**config.mk**
```make
export PLATFORM = sky130hd
export DESIGN_NAME = pipeline_debug_unit
export DESIGN_NICKNAME = d
export VERILOG_FILES = /design/src/rtl/debug_pkg.sv /design/src/rtl/debug_word_serializer.sv /design/src/rtl/pipeline_debug_unit.sv
export SDC_FILE = /design/constraint.sdc
export NUM_CORES = 1
export LEC_CHECK = 0
export CELL_PAD_IN_SITES_DETAIL_PLACEMENT = 0
export CELL_PAD_IN_SITES_GLOBAL_PLACEMENT = 1
export CORE_MARGIN = 2
export CORE_UTILIZATION = 43
export DETAILED_ROUTE_END_ITERATION = 10
export GPL_ROUTABILITY_DRIVEN = 0
export GPL_TIMING_DRIVEN = 0
export PLACE_DENSITY = 0.83
export RECOVER_POWER = 50
export SLEW_MARGIN = 20
export SYNTH_ARGS = -nofsm -noshare
export SYNTH_HDL_FRONTEND = slang
export SYNTH_HIERARCHICAL = 1
export SYNTH_SLANG_ARGS = --single-unit
```
**constraint.sdc**
```tcl
create_clock -name clk -period 3.2 [get_ports clk]
set_input_delay 0.48 -clock clk [delete_from_list [all_inputs] [get_ports clk]]
set_output_delay 0.48 -clock clk [all_outputs]
set_load 0.02 [all_outputs]
```
**src/rtl/debug_pkg.sv**
```systemverilog
// rtl/debug_pkg.sv - command bytes, frame defaults and state encodings for the pipeline debug unit
package debug_pkg;

  localparam logic [7:0] CMD_RUN  = 8'h43;
  localparam logic [7:0] CMD_HALT = 8'h48;
  localparam logic [7:0] CMD_STEP = 8'h53;
  localparam logic [7:0] CMD_DUMP = 8'h44;

  localparam int         NUM_WORDS_DEF = 40;
  localparam logic [7:0] HDR_BYTE_DEF  = 8'hA5;
  localparam int         SEL_W_DEF     = 6;

  // D_SEND covers the byte/wait handshake, which lives in the serializer FSM
  typedef enum logic [2:0] {
    ST_IDLE,
    ST_RUN,
    ST_STEP,
    ST_D_HDR,
    ST_D_LOAD,
    ST_D_SEND
  } ctl_state_t;

  typedef enum logic [1:0] {
    SER_IDLE,
    SER_BYTE,
    SER_WAIT
  } ser_state_t;

endpackage

```
**src/rtl/debug_word_serializer.sv**
```systemverilog
// rtl/debug_word_serializer.sv - sends 1..4 bytes of a loaded word MSB first over a start/busy handshake
module debug_word_serializer
  import debug_pkg::*;
(
  input  logic        clk,
  input  logic        rst_n,
  input  logic        load,
  input  logic [31:0] load_data,
  input  logic [1:0]  load_last,
  input  logic        tx_busy,
  output logic [7:0]  tx_data,
  output logic        tx_start,
  output logic        done
);

  ser_state_t  state, state_next;
  logic [31:0] shift;
  logic [1:0]  remaining;
  logic        first;

  always_ff @(posedge clk or negedge rst_n) begin
    if (!rst_n) state <= SER_IDLE;
    else        state <= state_next;
  end

  always_comb begin
    state_next = state;
    tx_start   = 1'b0;
    done       = 1'b0;
    case (state)
      SER_IDLE: if (load) state_next = SER_BYTE;
      SER_BYTE: begin
        if (!tx_busy) begin
          tx_start   = 1'b1;
          state_next = SER_WAIT;
        end
      end
      SER_WAIT: begin
        // busy only rises the cycle after tx_start, so the first wait cycle is not trusted
        if (!first && !tx_busy) begin
          if (remaining == 2'd0) begin
            done       = 1'b1;
            state_next = SER_IDLE;
          end else begin
            state_next = SER_BYTE;
          end
        end
      end
      default: state_next = SER_IDLE;
    endcase
  end

  always_ff @(posedge clk or negedge rst_n) begin
    if (!rst_n) begin
      shift     <= '0;
      remaining <= '0;
      first     <= 1'b0;
    end else begin
      if (state == SER_IDLE && load) begin
        shift     <= load_data;
        remaining <= load_last;
      end
      if (tx_start) first <= 1'b1;
      else          first <= 1'b0;
      if (state == SER_WAIT && !first && !tx_busy && remaining != 2'd0) begin
        shift     <= {shift[23:0], 8'h00};
        remaining <= remaining - 2'd1;
      end
    end
  end

  assign tx_data = shift[31:24];

endmodule

```
**src/rtl/pipeline_debug_unit.sv**
```systemverilog
// rtl/pipeline_debug_unit.sv - run/halt/step clock gating and state-dump framing for the MIPS pipeline
module pipeline_debug_unit
  import debug_pkg::*;
#(
  parameter int         NUM_WORDS = NUM_WORDS_DEF,
  parameter logic [7:0] HDR_BYTE  = HDR_BYTE_DEF,
  parameter int         SEL_W     = SEL_W_DEF
) (
  input  logic             clk,
  input  logic             rst_n,
  input  logic [7:0]       rx_data,
  input  logic             rx_valid,
  output logic [7:0]       tx_data,
  output logic             tx_start,
  input  logic             tx_busy,
  input  logic             halt_detect,
  output logic [SEL_W-1:0] dump_sel,
  input  logic [31:0]      dump_word,
  output logic             pipe_clk_en,
  output logic             debug_mode
);

  localparam logic [SEL_W:0] LAST_IDX = (SEL_W + 1)'(NUM_WORDS);

  ctl_state_t     state, state_next;
  logic [31:0]    step_cnt;
  logic [31:0]    step_snap;
  logic [SEL_W:0] word_idx;
  logic           hdr_phase;
  logic           ser_load;
  logic [31:0]    ser_data;
  logic [1:0]     ser_last;
  logic           ser_done;

  always_ff @(posedge clk or negedge rst_n) begin
    if (!rst_n) state <= ST_IDLE;
    else        state <= state_next;
  end

  always_comb begin
    state_next = state;
    ser_load   = 1'b0;
    ser_data   = '0;
    ser_last   = 2'd3;
    case (state)
      ST_IDLE: begin
        if (rx_valid) begin
          case (rx_data)
            CMD_RUN:  state_next = ST_RUN;
            CMD_STEP: state_next = ST_STEP;
            CMD_DUMP: state_next = ST_D_HDR;
            default:  state_next = ST_IDLE;
          endcase
        end
      end
      ST_RUN: begin
        if (halt_detect)                              state_next = ST_D_HDR;
        else if (rx_valid && rx_data == CMD_HALT)     state_next = ST_IDLE;
      end
      ST_STEP: state_next = ST_D_HDR;
      ST_D_HDR: begin
        ser_load   = 1'b1;
        ser_data   = {HDR_BYTE, 24'h000000};
        ser_last   = 2'd0;
        state_next = ST_D_SEND;
      end
      ST_D_LOAD: begin
        // dump_sel has been stable for this whole cycle, so dump_word is settled here
        ser_load   = 1'b1;
        ser_data   = (word_idx == LAST_IDX) ? step_snap : dump_word;
        state_next = ST_D_SEND;
      end
      ST_D_SEND: begin
        if (ser_done) begin
          if (!hdr_phase && word_idx == LAST_IDX) state_next = ST_IDLE;
          else                                    state_next = ST_D_LOAD;
        end
      end
      default: state_next = ST_IDLE;
    endcase
  end

  always_ff @(posedge clk or negedge rst_n) begin
    if (!rst_n) begin
      step_cnt  <= '0;
      step_snap <= '0;
      word_idx  <= '0;
      hdr_phase <= 1'b0;
    end else begin
      step_cnt <= step_cnt + {31'd0, pipe_clk_en};
      if (state == ST_D_HDR) begin
        step_snap <= step_cnt;
        word_idx  <= '0;
        hdr_phase <= 1'b1;
      end
      if (state == ST_D_SEND && ser_done) begin
        if (hdr_phase)                 hdr_phase <= 1'b0;
        else if (word_idx != LAST_IDX) word_idx  <= word_idx + 1'b1;
      end
    end
  end

  debug_word_serializer u_serializer (
    .clk       (clk),
    .rst_n     (rst_n),
    .load      (ser_load),
    .load_data (ser_data),
    .load_last (ser_last),
    .tx_busy   (tx_busy),
    .tx_data   (tx_data),
    .tx_start  (tx_start),
    .done      (ser_done)
  );

  assign dump_sel    = word_idx[SEL_W-1:0];
  assign pipe_clk_en = (state == ST_RUN) || (state == ST_STEP);
  assign debug_mode  = (state != ST_RUN);

endmodule

```
* After elaboration in Yosys (flattened, before gate mapping) *
Index checks and enable logic that the tools add are counted.

word-level totals
  logic and storage cells = 85
  output and inout port bits = 17
  register bits = 112
  bits of input ports = 45

cells by class
  reduce and logical (&&, ||, !) cells = 20
  equality and inequality tests = 20
  multiplexer cells = 33
  add/subtract/negate cells = 3

operator list
  kind                 number
  $mux 32              3
  $pmux 32 s2          1
  $add 32x1->32        1
  $eq 8x7->1 const B   4
  $mux 7               4
  $mux 3               5
  $pmux 3 s5           1
  $mux 2               6
  $pmux 2 s3           2
  $mux 1               11
  $logic_and 1x1->1    8
  $add 7x1->7 const B  1
  $eq 7x6->1 const B   1
  $ne 7x6->1 const B   1
  $eq 3x2->1 const B   2
  $eq 3x3->1 const B   2
  $ne 2x2->1 const B   3
  $reduce_and 3->1     2
  $logic_not 2->1      2
  $ne 2x1->1 const B   2
  $reduce_bool 2->1    2
  $eq 3x1->1 const B   1
  $logic_not 1->1      3
  $logic_not 3->1      1
  7 further kinds      7

* Depth between registers and ports, before layout *
Gate-level depths: netlist of run 1.

  word-level depth = 6
  mapped depth = 11
  gate-level depth less buffers = 8

* By module *
Netlist of run 1, hierarchy kept.

by module, submodules not included
  module                 cells an instance  times used  seq. area each (sq um)  area an instance (sq um)
  pipeline_debug_unit    462                1           1876.8                  3970.1
  debug_word_serializer  202                1           925.9                   1906.8

* Least setup slack after synthesis of run 1 *
OpenSTA, ideal clock, no wires.

  kind = register to register
  start = reg state[0] (netlist name)
  end = reg step_cnt[24]
  period minus slack after synthesis = 2.424 ns
  data arrival time = 2.299 ns
  stages on the path, launching flop included = 10
  setup time = 0.125 ns
  setup slack = 0.776 ns
  buffers on the path = 1
  data required time = 3.075 ns
  cell sequence = dfrtp_1 clkbuf_1 xnor2_1 nor2_1 ha_1 ha_1 nand2_1 nor4_1 nand3_1 xnor2_1

RTL lines
  what                  line                       text
  end signal, assigned  pipeline_debug_unit.sv:90  step_cnt <= step_cnt + {31'd0, pipe_clk_en};
  end, declared         pipeline_debug_unit.sv:26  logic [31:0] step_cnt;

==> results.json, run 1 <==
{
  "cts_buffers": 9,
  "antenna_found_initial": 0,
  "timing.final.hold_violations": 0,
  "finalWorstSetupSlack_ns": 0.236,
  "h-tree-depth": 3,
  "outcome": "complete, but fails checks",
  "dr.pass1.iters": 4,
  "hold_ws_ns": 0.482,
  "setup_tns_ns": 0,
  "max-clock-path-buffers": 2,
  "min_period_over_period": 0.926,
  "slew_violations": 35,
  "p_leak_nw": 3.25,
  "clkTransAtPathRegs_ns": 0.08,
  "yosysTopAreaCell": "dfrtp_1",
  "multi_input_area_sq_um": 2750,
  "crit_arrival_ns": 3.21,
  "r2r_cells": 8,
  "skew_ns": 0.00800,
  "antenna_left": 0,
  "rsz0062_at_grt": "no",
  "wl_per_cell_microns": 16.0,
  "vias": 4760,
  "crit_fanout": 10,
  "syn-mean-instance-area_sq_um": 8.85,
  "cp.required_ns": 3.45,
  "crit_start": "state[0]",
  "worstReg2RegEnd": "step_cnt[19]",
  "hp-class": "flip-flop to flip-flop",
  "final-seq-area_sq_um": 2800,
  "grt_pass1_vias": 4744,
  "dpl_worst_slack_ns": 0.201,
  "overflow": 0,
  "syn_inst": 664,
  "dpl_cell_area_sq_um": 6740,
  "first_iter_violations": 266,
  "synth_most_common_cell": "nand2_1",
  "yosysSeqAreaShare": 0.477,
  "die_x_microns": 121,
  "core_area_sq_um": 13300,
  "slew_headroom": -0.320,
  "peakVddDrop_v": 0.000239,
  "cts_hold_buffers": 0,
  "synth-async-reset-ratio": 1.00,
  "final_util": 0.529,
  "cts-root-buf": "clkbuf_16",
  "worst_slew_pin_slew_ns": 1.98,
  "track_usage": 0.210,
  "worstSetupPathType": "flip-flop to flip-flop",
  "drc_errors": 0,
  "violations": "capacitance limit, slew limit",
  "synth_area_leaders": "dfrtp_1, nand2_1, a21oi_1",
  "critPathCapture": "step_cnt[19]",
  "r2r-start": "state[0]",
  "fmax_ghz": 0.337,
  "fin_cells": 918,
  "portBuffers": 61,
  "syn-num-nets": 715,
  "power.total_mw": 4.05,
  "r2r_slack_ns": 0.24,
  "cp-end-kind": "flip-flop",
  "syn_area_sq_um": 5880,
  "yosys-top-cells-count": "nand2_1, dfrtp_1, a21oi_1",
  "dpl.cell_count": 902,
  "ys_warn_count": 6,
  "cts_tree": "yes",
  "synth_ff_type": "dfrtp_1",
  "floorplan.die.height_microns": 121,
  "io-pin-count": 62,
  "synth_edf_count": 0,
  "finalInstanceArea_sq_um": 7040,
  "core.rowCount": 42,
  "wl_mm": 14.7,
  "yosysTopAreaCellShare": 0.477,
  "powerDensity_nw_per_um2": 575,
  "synth_seq_cells": 112,
  "grt_max_degree": 79,
  "initial_core_util": 0.442,
  "startpoint_type": "flip-flop",
  "viasPerCell": 5.19,
  "setup_violations": 0,
  "clock-sinks": 112,
  "drive_above_1_share": 0.117,
  "n_antenna_cell": 0,
  "area_growth_pct": 19.8,
  "die_area_sq_um": 14600,
  "fill_cells": 1242,
  "fin_nets": 788,
  "grt_pass1_wl_mm": 24.0,
  "hpwl_mm": 10.9,
  "clk_latency_ns": 0.36,
  "min_period_ns": 2.96,
  "drv_cap": 1,
  "synth.distinct_cells": 55
}
[metal layers]
metal / part of all wire / GRT usage / wire length [microns] / vias to the layer above
met5: 0 / 0 / 0 / -
met4: 0.021 / 0.0727 / 304 / 0
met3: 0.027 / 0.0244 / 397 / 17
li1: - / - / - / 2375
met1: 0.47 / 0.298 / 6930 / 2277
met2: 0.48 / 0.334 / 7020 / 91
[report_power, final]
part / switching, mW / leakage (nW) / internal [mW]
clock: 0.536 / 0.146 / 0.609
combinational: 0.611 / 1.62 / 0.506
sequential: 0.154 / 1.48 / 1.63
[state kept, by name, summed over array words and instances (netlist names)]
register and flops:
u_serializer/first 1, hdr_phase 1, u_serializer/shift 32, u_serializer/remaining 2
word_idx 7, u_serializer/state 2, state 3, step_snap 32
step_cnt 32
[final cells by class]
class,count,share of cell area
flip-flops and latches,112,0.398
clock inverters,7,0.00995
inverters,12,0.00640
plain buffers,52,0.0416
clock buffers,9,0.0320
repair buffers,62,0.0898
multi-input cells,488,0.391
well taps,176,0.0313
[cells by family after synthesis]
kind of cell             count (synthesis)  synth area share
flip-flops                             112             0.477
AND/OR/NAND/NOR                        350             0.299
multiplexers                             8            0.0138
AO/OA/AOI/OAI                           92            0.0920
XOR/XNOR                                32            0.0477
buffers and inverters                   64            0.0575
adder cells (fa/ha/maj)                  6            0.0128
[critical path: stages, from the launching register on]
cell and delay [ns]:
dfrtp_1 0.34, clkbuf_1 0.35, xnor2_1 0.14, nor2_1 0.45
ha_1 0.28, nand3_1 0.27, nor4_1 0.69, nand3_1 0.17
xnor2_1 0.15
[what timing repair did]
action                                  in CTS  in global routing
resized for setup                            0                  2
buffers inserted                             0                  0
endpoints found under the setup margin       0                  5
[how the worst min path moves through the flow]
stage | from | endpoint | cells after the start
after CTS | rst_n | step_cnt[6] | 1
after global placement | step_cnt[31] | step_cnt[31] | 1
final | step_cnt[31] | step_cnt[31] | 1
after global routing | step_cnt[31] | step_cnt[31] | 1
after detailed placement | rst_n | step_cnt[3] | 1
after floorplan | rst_n | hdr_phase | 0
[layout by cell type, fill, tap and decap left out, types with 4 or more instances in the layout]
cell type and instances:
nand2b_1 4, a31oi_1 26, nor2_1 16, nand2_1 226, buf_4 14, dfrtp_1 112
ha_1 6, mux2i_1 7, clkdlybuf4s50_1 59, o21ai_0 9, nand4_1 8, xnor2_1 21
nor4_1 7, and4_1 5, inv_1 12, nor3_1 9, buf_2 12, a21oi_1 41
and3_1 4, xor2_1 11, nor3_2 20, clkbuf_1 21, o31ai_1 4, buf_6 4
nand3_1 20, clkbuf_16 9
Note: power is estimated with default switching activity, not from simulation.
==> run 2, diff against run 1 <==
- ABC_CLOCK_PERIOD_IN_PS: not set -> 3200
==> results of run 2 <==
Same layout as run 1: the final DEF is identical, and so are final timing and power.
